--- config.mk ---
export PLATFORM = sky130hd
export DESIGN_NAME = rr_mux_arbiter_8
export DESIGN_NICKNAME = d
export VERILOG_FILES = /design/src/rtl/rr_mux_arbiter_8.sv
export SDC_FILE = /design/constraint.sdc
export NUM_CORES = 1
export LEC_CHECK = 0
export CAP_MARGIN = 20
export CORE_ASPECT_RATIO = 1.4
export CORE_UTILIZATION = 30
export CTS_CLUSTER_DIAMETER = 150
export DETAILED_ROUTE_END_ITERATION = 10
export GPL_TIMING_DRIVEN = 0
export MAX_ROUTING_LAYER = met4
export PLACE_DENSITY = 0.51
export SYNTH_ARGS = -nofsm -noshare
export SYNTH_HDL_FRONTEND = slang
export SYNTH_SLANG_ARGS = --single-unit
--- constraint.sdc ---
create_clock -name clk -period 4.97 [get_ports clk]
set_clock_uncertainty 0.15 [all_clocks]
set_input_delay 0.994 -clock clk [delete_from_list [all_inputs] [get_ports clk]]
set_output_delay 0.994 -clock clk [all_outputs]
set_load 0.02 [all_outputs]
--- src/rtl/rr_mux_arbiter_8.sv ---
// rr_mux_arbiter_8
// Round-robin arbiter for eight requesters sharing one 8:1 datapath.
// One requester owns the path at a time. The downstream mux select follows
// the owner. A rotating priority pointer keeps arbitration fair, and a single
// grant lasts at most MAX_HOLD consecutive cycles.
//
// Ports:
//   clk      - system clock, rising edge active
//   rst_n    - asynchronous active-low reset
//   req      - request vector, bit k = requester k wants the path
//   gnt      - one-hot grant vector, all zero when the path is idle
//   sel      - binary index of the current (or most recent) owner
//   busy     - high while a grant is active
//   hold_cnt - cycles the current grant has been held (1-based), 0 when idle
module rr_mux_arbiter_8 #(
    parameter int MAX_HOLD = 4,
    parameter int CNT_W    = 4
) (
    input  logic             clk,
    input  logic             rst_n,
    input  logic [7:0]       req,
    output logic [7:0]       gnt,
    output logic [2:0]       sel,
    output logic             busy,
    output logic [CNT_W-1:0] hold_cnt
);

    typedef enum logic [0:0] {
        ST_IDLE  = 1'b0,
        ST_GRANT = 1'b1
    } state_t;

    state_t     state_r;
    logic [2:0] ptr_r;
    logic [2:0] owner_r;

    logic       release_s;
    logic [2:0] search_ptr_s;
    logic [3:0] win_s;

    // Circular priority search. Bit 3 of the result flags a winner, and bits
    // [2:0] hold its index. The loop runs from the lowest priority up to the
    // highest, so the index nearest to p is written last and wins.
    function automatic logic [3:0] rr_search(input logic [7:0] r, input logic [2:0] p);
        logic [3:0] res;
        logic [2:0] idx;
        res = 4'd0;
        for (int i = 7; i >= 0; i--) begin
            idx = p + 3'(i);
            if (r[idx]) begin
                res = {1'b1, idx};
            end else begin
                res = res;
            end
        end
        return res;
    endfunction

    // Release detection and search-start selection. On a release, the search
    // starts just past the old owner. The pointer update and the search happen
    // in the same cycle, so the handover has no idle bubble.
    always_comb begin
        release_s    = 1'b0;
        search_ptr_s = ptr_r;
        if (state_r == ST_GRANT) begin
            release_s    = (req[owner_r] == 1'b0) || (hold_cnt == CNT_W'(MAX_HOLD));
            search_ptr_s = owner_r + 3'd1;
        end else begin
            release_s    = 1'b0;
            search_ptr_s = ptr_r;
        end
        win_s = rr_search(req, search_ptr_s);
    end

    // Arbitration state machine with registered outputs.
    always_ff @(posedge clk or negedge rst_n) begin
        if (!rst_n) begin
            state_r  <= ST_IDLE;
            ptr_r    <= 3'd0;
            owner_r  <= 3'd0;
            gnt      <= 8'd0;
            sel      <= 3'd0;
            busy     <= 1'b0;
            hold_cnt <= '0;
        end else begin
            case (state_r)
                ST_IDLE: begin
                    if (win_s[3]) begin
                        state_r  <= ST_GRANT;
                        owner_r  <= win_s[2:0];
                        gnt      <= 8'd1 << win_s[2:0];
                        sel      <= win_s[2:0];
                        busy     <= 1'b1;
                        hold_cnt <= CNT_W'(1);
                    end else begin
                        // sel keeps the last owner index while idle
                        state_r  <= ST_IDLE;
                        gnt      <= 8'd0;
                        busy     <= 1'b0;
                        hold_cnt <= '0;
                    end
                end
                ST_GRANT: begin
                    if (!release_s) begin
                        hold_cnt <= hold_cnt + CNT_W'(1);
                    end else begin
                        ptr_r <= owner_r + 3'd1;
                        if (win_s[3]) begin
                            owner_r  <= win_s[2:0];
                            gnt      <= 8'd1 << win_s[2:0];
                            sel      <= win_s[2:0];
                            busy     <= 1'b1;
                            hold_cnt <= CNT_W'(1);
                        end else begin
                            state_r  <= ST_IDLE;
                            gnt      <= 8'd0;
                            busy     <= 1'b0;
                            hold_cnt <= '0;
                        end
                    end
                end
                default: begin
                    state_r  <= ST_IDLE;
                    gnt      <= 8'd0;
                    busy     <= 1'b0;
                    hold_cnt <= '0;
                end
            endcase
        end
    end

endmodule
==> results by group, run 1 <==
Run status
  • Status: completed

Final layout
  • Final net count: 279
  • Ant. Diodes: 0
  • Share of cells above drive strength 1: 11.8%
  • Final core utilization: 37.9%
  • Final Non-Filler Cells: 355
  • Layout area overhead: 21.1%

Yosys
  • Cell Area, Synth: 2070 um2
  • Ys Warns: 0
  • Synth Flop Type: dfrtp_1
  • Post-synth net total: 249
  • Post-synth ARST share: 100%
  • Seq cells post-synth: 20
  • Most area-consuming cells after synthesis: dfrtp_1, nand3_1, mux2i_1
  • Top cell type's share of synthesized area: 24.2%
  • Seq/Total Area, Yosys: 24.2%
  • Post-synth top area cell: dfrtp_1
  • Synth cell types: 58
  • Avg Cell Area, Syn: 8.85 um2
  • EDFF count, synth: 0
  • Mapped Cells: 234

Place
  • Placed cell count: 351
  • PortBufs: 25
  • HPWL Detailed: 4940 um
  • Placer Congestion: 0.871

CTS
  • CTS resizes: 0
  • Clk buf depth: 2
  • CTS buffer count: 3
  • Postcts setup bufs: 0
  • Hold_buf cts: 0
  • Clock latency on the worst-skew pair: 0.26 ns
  • H-tree depth: 1
  • Clock tree from TritonCTS: built
  • Root Driver: clkbuf_8
  • Clock sinks: 20
  • Clock slew at reported path FFs: 0.08 ns

Routing
  • Final ANT Viol Nets: 0
  • Vias: 1,931
  • WL per Instance: 17.3 um
  • Initial DRC count: 107
  • Total wire length: 6130 um
  • Initial DRT Pass Iterations: 4
  • DRC violations left: 0
  • Via density per instance: 5.44

Min path
  • Hold WC Path Type: flop to flop
  • Hold Startpoint: gnt[4]

Job
  • Max Cap Violations: 0

STA
  • Max frequency: 241 MHz
  • Fin crit share: 83.7%
  • Fin Setup TNS: 0 ns
  • Worst slew pin tran: 0.895 ns
  • Min Tclk post-route: 4.16 ns
  • RSZ-0062 raised after global routing: false
  • Max_slew headroom: 40.1%
  • Hold Slack: 0.341 ns
  • Final setup fails: 0
  • Final Max Tran Viols: 0
  • Final Hold Vio Count: 0

GRT
  • Vias in the first global route: 2,030
  • Largest net degree at the start of global routing: 21
  • First-pass GRT wire length: 10,400 um
  • Antenna violations before repair: 0
  • Total Routing Usage GR: 19.0%
  • Grt ovf: 0

Floorplanning
  • Die width: 72.2 um
  • CORE AREA: 6610 um2
  • Initial core utilization: 31.3%
  • Die ar.: 7250 um2
  • Chip height: 100 um
  • Rows: 35
  • Io pins: 26

Critical path
  • Startpoint types: flop
  • CP startpoint: sel[1]
  • Setup CP Type: flop to flop
  • WP data arrival: 4.13 ns
  • Crit end category: flop
  • Critical register-to-register path startpoint: sel[1]
  • Worst-path fanout max: 10
  • Required time of the critical path: 4.94 ns
-- registers in the layout, summed over array words and instances, names as in the netlist --
signal    cells
sel           3
gnt           8
hold_cnt      4
ptr_r         3
state_r       1
busy          1
-- placed cells by master (no fill, tap or decap), drive strengths merged, types with 3 or more instances in the layout --
| cell | instances |
|---|---|
| nand3 | 28 |
| nand2 | 27 |
| clkdlybuf4s50 | 25 |
| dfrtp | 20 |
| o21ai | 19 |
| mux2i | 13 |
| nor2 | 10 |
| a21oi | 8 |
| clkbuf | 8 |
| and2 | 7 |
| xnor2 | 7 |
| nand2b | 6 |
| inv | 6 |
| mux4 | 6 |
| a211oi | 6 |
| mux2 | 5 |
| or3 | 5 |
| ha | 5 |
| and3 | 4 |
| a21o | 4 |
| buf | 4 |
| a21boi | 3 |
| o21a | 3 |
| o22ai | 3 |
-- cells by family after synthesis --
family                     Yosys count  share of synthesized area [%]
and+or+nand+nor                     93                           23.7
adders and majority gates            5                           3.02
muxes                               24                           16.3
xor gates and xnor gates             7                           4.23
AOI/OAI and AO/OA                   70                           24.7
DFF                                 20                           24.2
buffers and inverters               15                           3.93
-- worst max-delay path, cell delays in order (launching register included) --
cell and delay (ns):
dfrtp_1 0.47, ha_1 0.40, mux2_2 0.36, inv_1 0.09
clkbuf_1 0.38, ha_1 0.22, clkbuf_1 0.35, xnor2_2 0.24
mux4_2 0.42, a311o_1 0.36, a32oi_2 0.33, nand2b_1 0.18
o21ai_0 0.08
-- cell usage after synthesis (2+ instances only) --
cell type and n:
clkbuf_1 5, nor2b_4 2, buf_6 2, mux2_2 5
o21ai_1 5, o22ai_1 3, a21boi_0 3, dfrtp_1 20
and3_1 4, nor2_1 8, a22o_1 2, or3_1 5
nand2b_1 6, mux4_2 5, nand2_1 27, a211o_1 2
mux2i_1 12, o21ai_0 14, a41o_1 2, o31ai_1 2
a21o_1 4, and2_1 7, inv_1 5, o21a_1 3
xnor2_1 5, ha_1 5, a211oi_1 5, nand3_1 28
a21oi_1 8, a2111oi_0 2
-- area by class of cell --
class	count	area, um2
Buffer	9	53.8
Fill cell	689	4100
Sequential cell	20	500
Tap cell	92	115
Clock inverter	1	30.0
Timing Repair Buffer	25	250
Clock buffer	3	41.3
Multi-Input combinational cell	199	1490
Inverter	6	27.5
-- metrics by stage --
step           setup WS (ns)  instance area [um2]
6_report               0.812                 2510
5_1_grt                0.554                 2510
4_1_cts                0.806                 2510
3_5_place_dp           0.814                 2440
3_3_place_gp           0.781                 2440
2_1_floorplan           1.37                 2070
-- per-layer routing --
metal / GRT usage, % / part of all wire [%]
met1: 23.5 / 44
met2: 31.6 / 50
met3: 2.51 / 3.5
met4: 6.33 / 2.5
met5: - / 0
-- final timing paths --
path | end | slack [ns] | depth (start not counted)
min in group asynchronous | gnt[4] | 1.09 | 1
max in group asynchronous | ptr_r[1] | 3.03 | 1
worst min-delay path | gnt[4] | 0.34 | 2
worst max register to register | gnt[4] | 0.81 | 12
worst max-delay path | gnt[4] | 0.81 | 12
worst min register to register | gnt[4] | 0.34 | 2
Power of run 1 is left out: the tool's default activity adds up to more than one toggle a clock period on the data nets, which glitch-free logic cannot reach.
==> inputs of run 2 (changes only) <==
- PLACE_DENSITY: 0.51 -> 0.53
- clock period: 4.97 -> 3.51 ns (I/O delays scaled with it)
==> run 2 against run 1 <==
Hold slack got worse by 0.0062 ns. Critical path type unchanged. Global-route usage decreased by 0.66 points. Setup slack worse by 0.67 ns. Final cell count rose by 2.0%. Non-clock buffer count grew 7. Utilization grew 2.9 points. Count of clock-buffer cells in the layout unchanged. Critical endpoint is now gnt[0]. Die area did not move. Maximum frequency up 23%.
==> results by group, run 2 (synthesis results as in run 1) <==
Run status
  • Status: completed

Floorplanning
  • CORE AREA: 6610 um2
  • Io pins: 26
  • Die width: 72.2 um
  • Rows: 35
  • Initial core utilization: 31.3%
  • Die ar.: 7250 um2
  • Chip height: 100 um

STA
  • Fin crit share: 95.9%
  • Fin Setup TNS: 0 ns
  • Min Tclk post-route: 3.37 ns
  • Max frequency: 297 MHz
  • Fin worst setup slack: 0.143 ns
  • Worst slew pin tran: 0.884 ns
  • Final setup fails: 0
  • Final Hold Vio Count: 0
  • RSZ-0062 raised after global routing: false
  • Max_slew headroom: 40.9%
  • Final Max Tran Viols: 0

Critical path
  • Critical Path Max Stage Delay: 0.45 ns
  • Worst-path fanout max: 10
  • Crit end category: flop
  • Required time of the critical path: 3.51 ns
  • Slowest CP cell: dfrtp_2
  • Critical path cell sequence: ha_4 -> mux2_4 -> clkbuf_4 -> ha_4 -> xnor2_4 -> mux2i_2 -> mux2_2 -> a21o_1 -> a21o_1 -> a211o_4 -> a22o_1
  • WP data arrival: 3.37 ns
  • Startpoint types: flop
  • Setup CP Type: flop to flop

Final layout
  • Commonest cells after routing, fill and taps aside: nand3_1, nand2_1, clkdlybuf4s50_1, dfrtp_1, o21ai_0
  • Share of cells above drive strength 1: 21.1%
  • Layout area overhead: 30.3%
  • Max reg flops: 8
  • Final net count: 286
  • Top flop regs: gnt: 8 flops, hold_cnt: 4 flops
  • Ant. Diodes: 0
  • Largest reg by FF count: gnt
  • Final Non-Filler Cells: 362
  • Commonest non-fill, non-tap cell in the layout: nand3_1

Min path
  • Hold WC Path Type: flop to flop

GRT
  • Grt ovf: 0
  • Vias in the first global route: 1,961
  • Largest net degree at the start of global routing: 21
  • Total Routing Usage GR: 18.3%
  • First-pass GRT wire length: 10,100 um
  • Antenna violations before repair: 0

Place
  • PortBufs: 25
  • Placed cell count: 351
  • HPWL Detailed: 4650 um
  • Placer Congestion: 0.882
  • Dpl ws: -0.470 ns

CTS
  • CTS buffer count: 3
  • Clk buf depth: 2
  • Clock slew at reported path FFs: 0.08 ns
  • Hold_buf cts: 0
  • Root Driver: clkbuf_8
  • H-tree depth: 1
  • Clock sinks: 20
  • Clock tree from TritonCTS: built
  • Clock latency on the worst-skew pair: 0.26 ns

Job
  • Max Cap Violations: 0

Routing
  • Final ANT Viol Nets: 0
  • Vias: 1,957
  • DRC violations left: 0
  • Initial DRT Pass Iterations: 4
  • WL per Instance: 16.4 um
  • Total wire length: 5950 um
  • Initial DRC count: 142
  • Via density per instance: 5.41
==> run 2: per-layer routing <==
layer  vias to the layer above  wire length [um]  global-route usage [%]
met2                        37              2970                    30.7
met4                         0                85                    4.68
met1                       943              2740                    23.8
met5                         -                 0                       -
li1                        971                 -                       -
met3                         6               161                    1.41
==> run 2: final timing paths <==
kind / start / to / slack (ns) / cells past startpoint
min: gnt[4] / gnt[4] / 0.33 / 2
max reg2reg: sel[1] / gnt[0] / 0.14 / 11
max: sel[1] / gnt[0] / 0.14 / 11
max in group asynchronous: rst_n / sel[1] / 1.82 / 1
min reg2reg: gnt[4] / gnt[4] / 0.33 / 2
min in group asynchronous: rst_n / gnt[4] / 0.79 / 1
==> run 2: timing repair <==
action                     4_1_cts  5_1_grt
resized for setup               15       11
setup buffers                    4        4
setup endpoints to repair       11       10
pin swaps                        3        4
==> run 2: cell type report <==
| type | instances | area, um2 |
|---|---|---|
| fillers | 671 | 3910 |
| clock buffers | 3 | 41.3 |
| well taps | 92 | 115 |
| multi-input cells | 199 | 1610 |
| flip-flops and latches | 20 | 502 |
| inverters | 6 | 31.3 |
| clock inverters | 1 | 30.0 |
| repair buffers | 33 | 310 |
| plain buffers | 8 | 55.1 |
==> run 2: critical path, delay by kind of cell, from the launching register on <==
family	cells	cell delay [ns]
xor+xnor	1	0.30
flops	1	0.45
compound gates	4	0.93
mux	3	0.75
fa+ha+maj	2	0.45
buf+inv	1	0.20
==> run 2: through the flow <==
stage | hold slack, ns | cell area, um2 | util [%]
global route | 0.369 | 2700 | 40.8
floorplan | 0.256 | 2070 | -
finish | 0.335 | 2700 | 40.8
global placement | 0.324 | 2440 | 36.9
detailed placement | 0.323 | 2440 | 36.9
CTS | 0.342 | 2600 | 39.3
Power of run 2 is left out for the same reason.
==> inputs of run 3 (changes only) <==
- CORE_ASPECT_RATIO: 1.4 -> 1.5
- CTS_BUF_LIST: not set -> sky130_fd_sc_hd__clkbuf_8
==> run 3 against run 2 <==
First-iteration DRC count shrank 19%. Count of clock-buffer cells in the layout is the same. Maximum frequency fell by 0.73%. Register-to-register slack got worse by 0.02 ns. Final cell count fell by 5.0%. Via count is 1.8% higher. Setup slack worse by 0.025 ns.
==> results by group, run 3 (synthesis results as in run 1) <==
Run status
  • Status: completed

Critical path
  • Reg2reg setup slack: 0.12 ns
  • Reg2reg end: gnt[0]
  • Bufs and invs on worst path: 1
  • Crit end category: flop
  • FF-to-FF path depth: 11
  • WP data arrival: 3.40 ns
  • Critical path cell sequence: ha_4 -> mux2_4 -> clkbuf_4 -> ha_4 -> xnor2_4 -> mux2i_1 -> mux2_2 -> a21o_1 -> a21o_1 -> a211o_4 -> a22o_1
  • Critical Path Max Stage Delay: 0.45 ns
  • Startpoint types: flop
  • Slowest CP cell: dfrtp_2
  • Setup CP Type: flop to flop
  • Worst-path fanout max: 10
  • Required time of the critical path: 3.52 ns
  • Crit-path leading delay family: compound AO/OA/AOI/OAI gates
  • Critical register-to-register path startpoint: sel[0]

Routing
  • Initial DRC count: 115
  • Total wire length: 6200 um
  • Via density per instance: 5.79
  • Initial DRT Pass Iterations: 4
  • Vias: 1,993
  • DRC violations left: 0
  • Final ANT Viol Nets: 0
  • WL per Instance: 18.0 um

Final layout
  • Sequential cell area: 503 um2
  • Max reg flops: 8
  • Final core utilization: 40.5%
  • Final net count: 284
  • Area of the multi-input gates: 1610 um2
  • Final Non-Filler Cells: 344
  • Share of cells above drive strength 1: 19.8%
  • Ant. Diodes: 0
  • Commonest cells after routing, fill and taps aside: nand3_1, nand2_1, clkdlybuf4s50_1, dfrtp_1, o21ai_0
  • Commonest non-fill, non-tap cell in the layout: nand3_1
  • Top flop regs: gnt: 8 flops, hold_cnt: 4 flops
  • Layout filler cell count: 677
  • Largest reg by FF count: gnt
  • Layout area overhead: 28.5%

STA
  • Max_slew headroom: 41.8%
  • Worst slew pin tran: 0.870 ns
  • Fin worst setup slack: 0.118 ns
  • Final Max Tran Viols: 0
  • Final setup fails: 0
  • Fin crit share: 96.6%
  • Min Tclk post-route: 3.39 ns
  • Hold Slack: 0.341 ns
  • Max frequency: 295 MHz
  • Final Hold Vio Count: 0

GRT
  • First-pass GRT wire length: 10,400 um
  • Vias in the first global route: 2,014
  • Total Routing Usage GR: 18.5%
  • Antenna violations before repair: 0
  • Grt ovf: 0
  • Largest net degree at the start of global routing: 21

Floorplanning
  • Chip height: 104 um
  • CORE AREA: 6580 um2
  • Initial core utilization: 31.5%
  • Die width: 69.9 um
  • Rows: 36
  • Io pins: 26
  • Die ar.: 7250 um2

Job
  • Max Cap Violations: 0

Min path
  • Hold WC Path Type: flop to flop
  • Hold depth: 2
  • Hold Startpoint: gnt[2]
  • Worst hold endpoint: gnt[2]

CTS
  • H-tree depth: 1
  • CTS buffer count: 3
  • Clock sinks: 20
  • Clock latency on the worst-skew pair: 0.26 ns
  • Clock tree from TritonCTS: built
  • Clock slew at reported path FFs: 0.08 ns
  • Root Driver: clkbuf_8
  • Clk buf depth: 2
  • Hold_buf cts: 0

Place
  • Placer Congestion: 0.885
  • HPWL Detailed: 4880 um
  • Placed cell count: 335
  • Dpl ws: -0.494 ns
  • PortBufs: 25
run 3: stage by stage:
| step | setup TNS [ns] | cell area, um2 |
|---|---|---|
| after global placement | -4.35 | 2420 |
| after CTS | 0 | 2570 |
| after floorplan | 0 | 2070 |
| after detailed placement | -4.53 | 2420 |
| final | 0 | 2660 |
| after global routing | -0.0227 | 2660 |
run 3: metal layers:
| layer | share of wire (%) | track usage, % |
|---|---|---|
| met2 | 53 | 32.3 |
| met3 | 3.6 | 1.85 |
| met1 | 41 | 21.8 |
| met4 | 2.3 | 6.43 |
| met5 | 0 | - |
run 3: cell type report:
class | count | area share (%)
sequential | 20 | 18.9
inverter | 6 | 1.17
tap | 76 | 3.57
clock inverter | 1 | 1.13
buffer | 7 | 1.88
timing repair buffer | 32 | 11.4
clock buffer | 3 | 1.55
multi-input combinational | 199 | 60.4
run 3: worst max path at each step:
stage | start | endpoint | slack (ns) | cells after the start
detailed placement | sel[1] | gnt[4] | -0.49 | 12
CTS | sel[1] | gnt[6] | 0.04 | 11
finish | sel[0] | gnt[0] | 0.12 | 11
global placement | sel[1] | gnt[0] | -0.47 | 12
global route | sel[0] | gnt[0] | -0.02 | 11
floorplan | sel[1] | gnt[0] | 0.02 | 12
run 3: what timing repair did:
action / CTS / global route
pin swaps: 3 / 3
setup endpoints to repair: 11 / 9
gates resized for setup: 14 / 11
setup buffers: 3 / 4
run 3: tightest hold or removal path, stage by stage, from the launching register on:
cell	delay (ns)
dfrtp_1	0.35
nand2_1	0.05
o21ai_1	0.06
Power of run 3 is left out for the same reason.
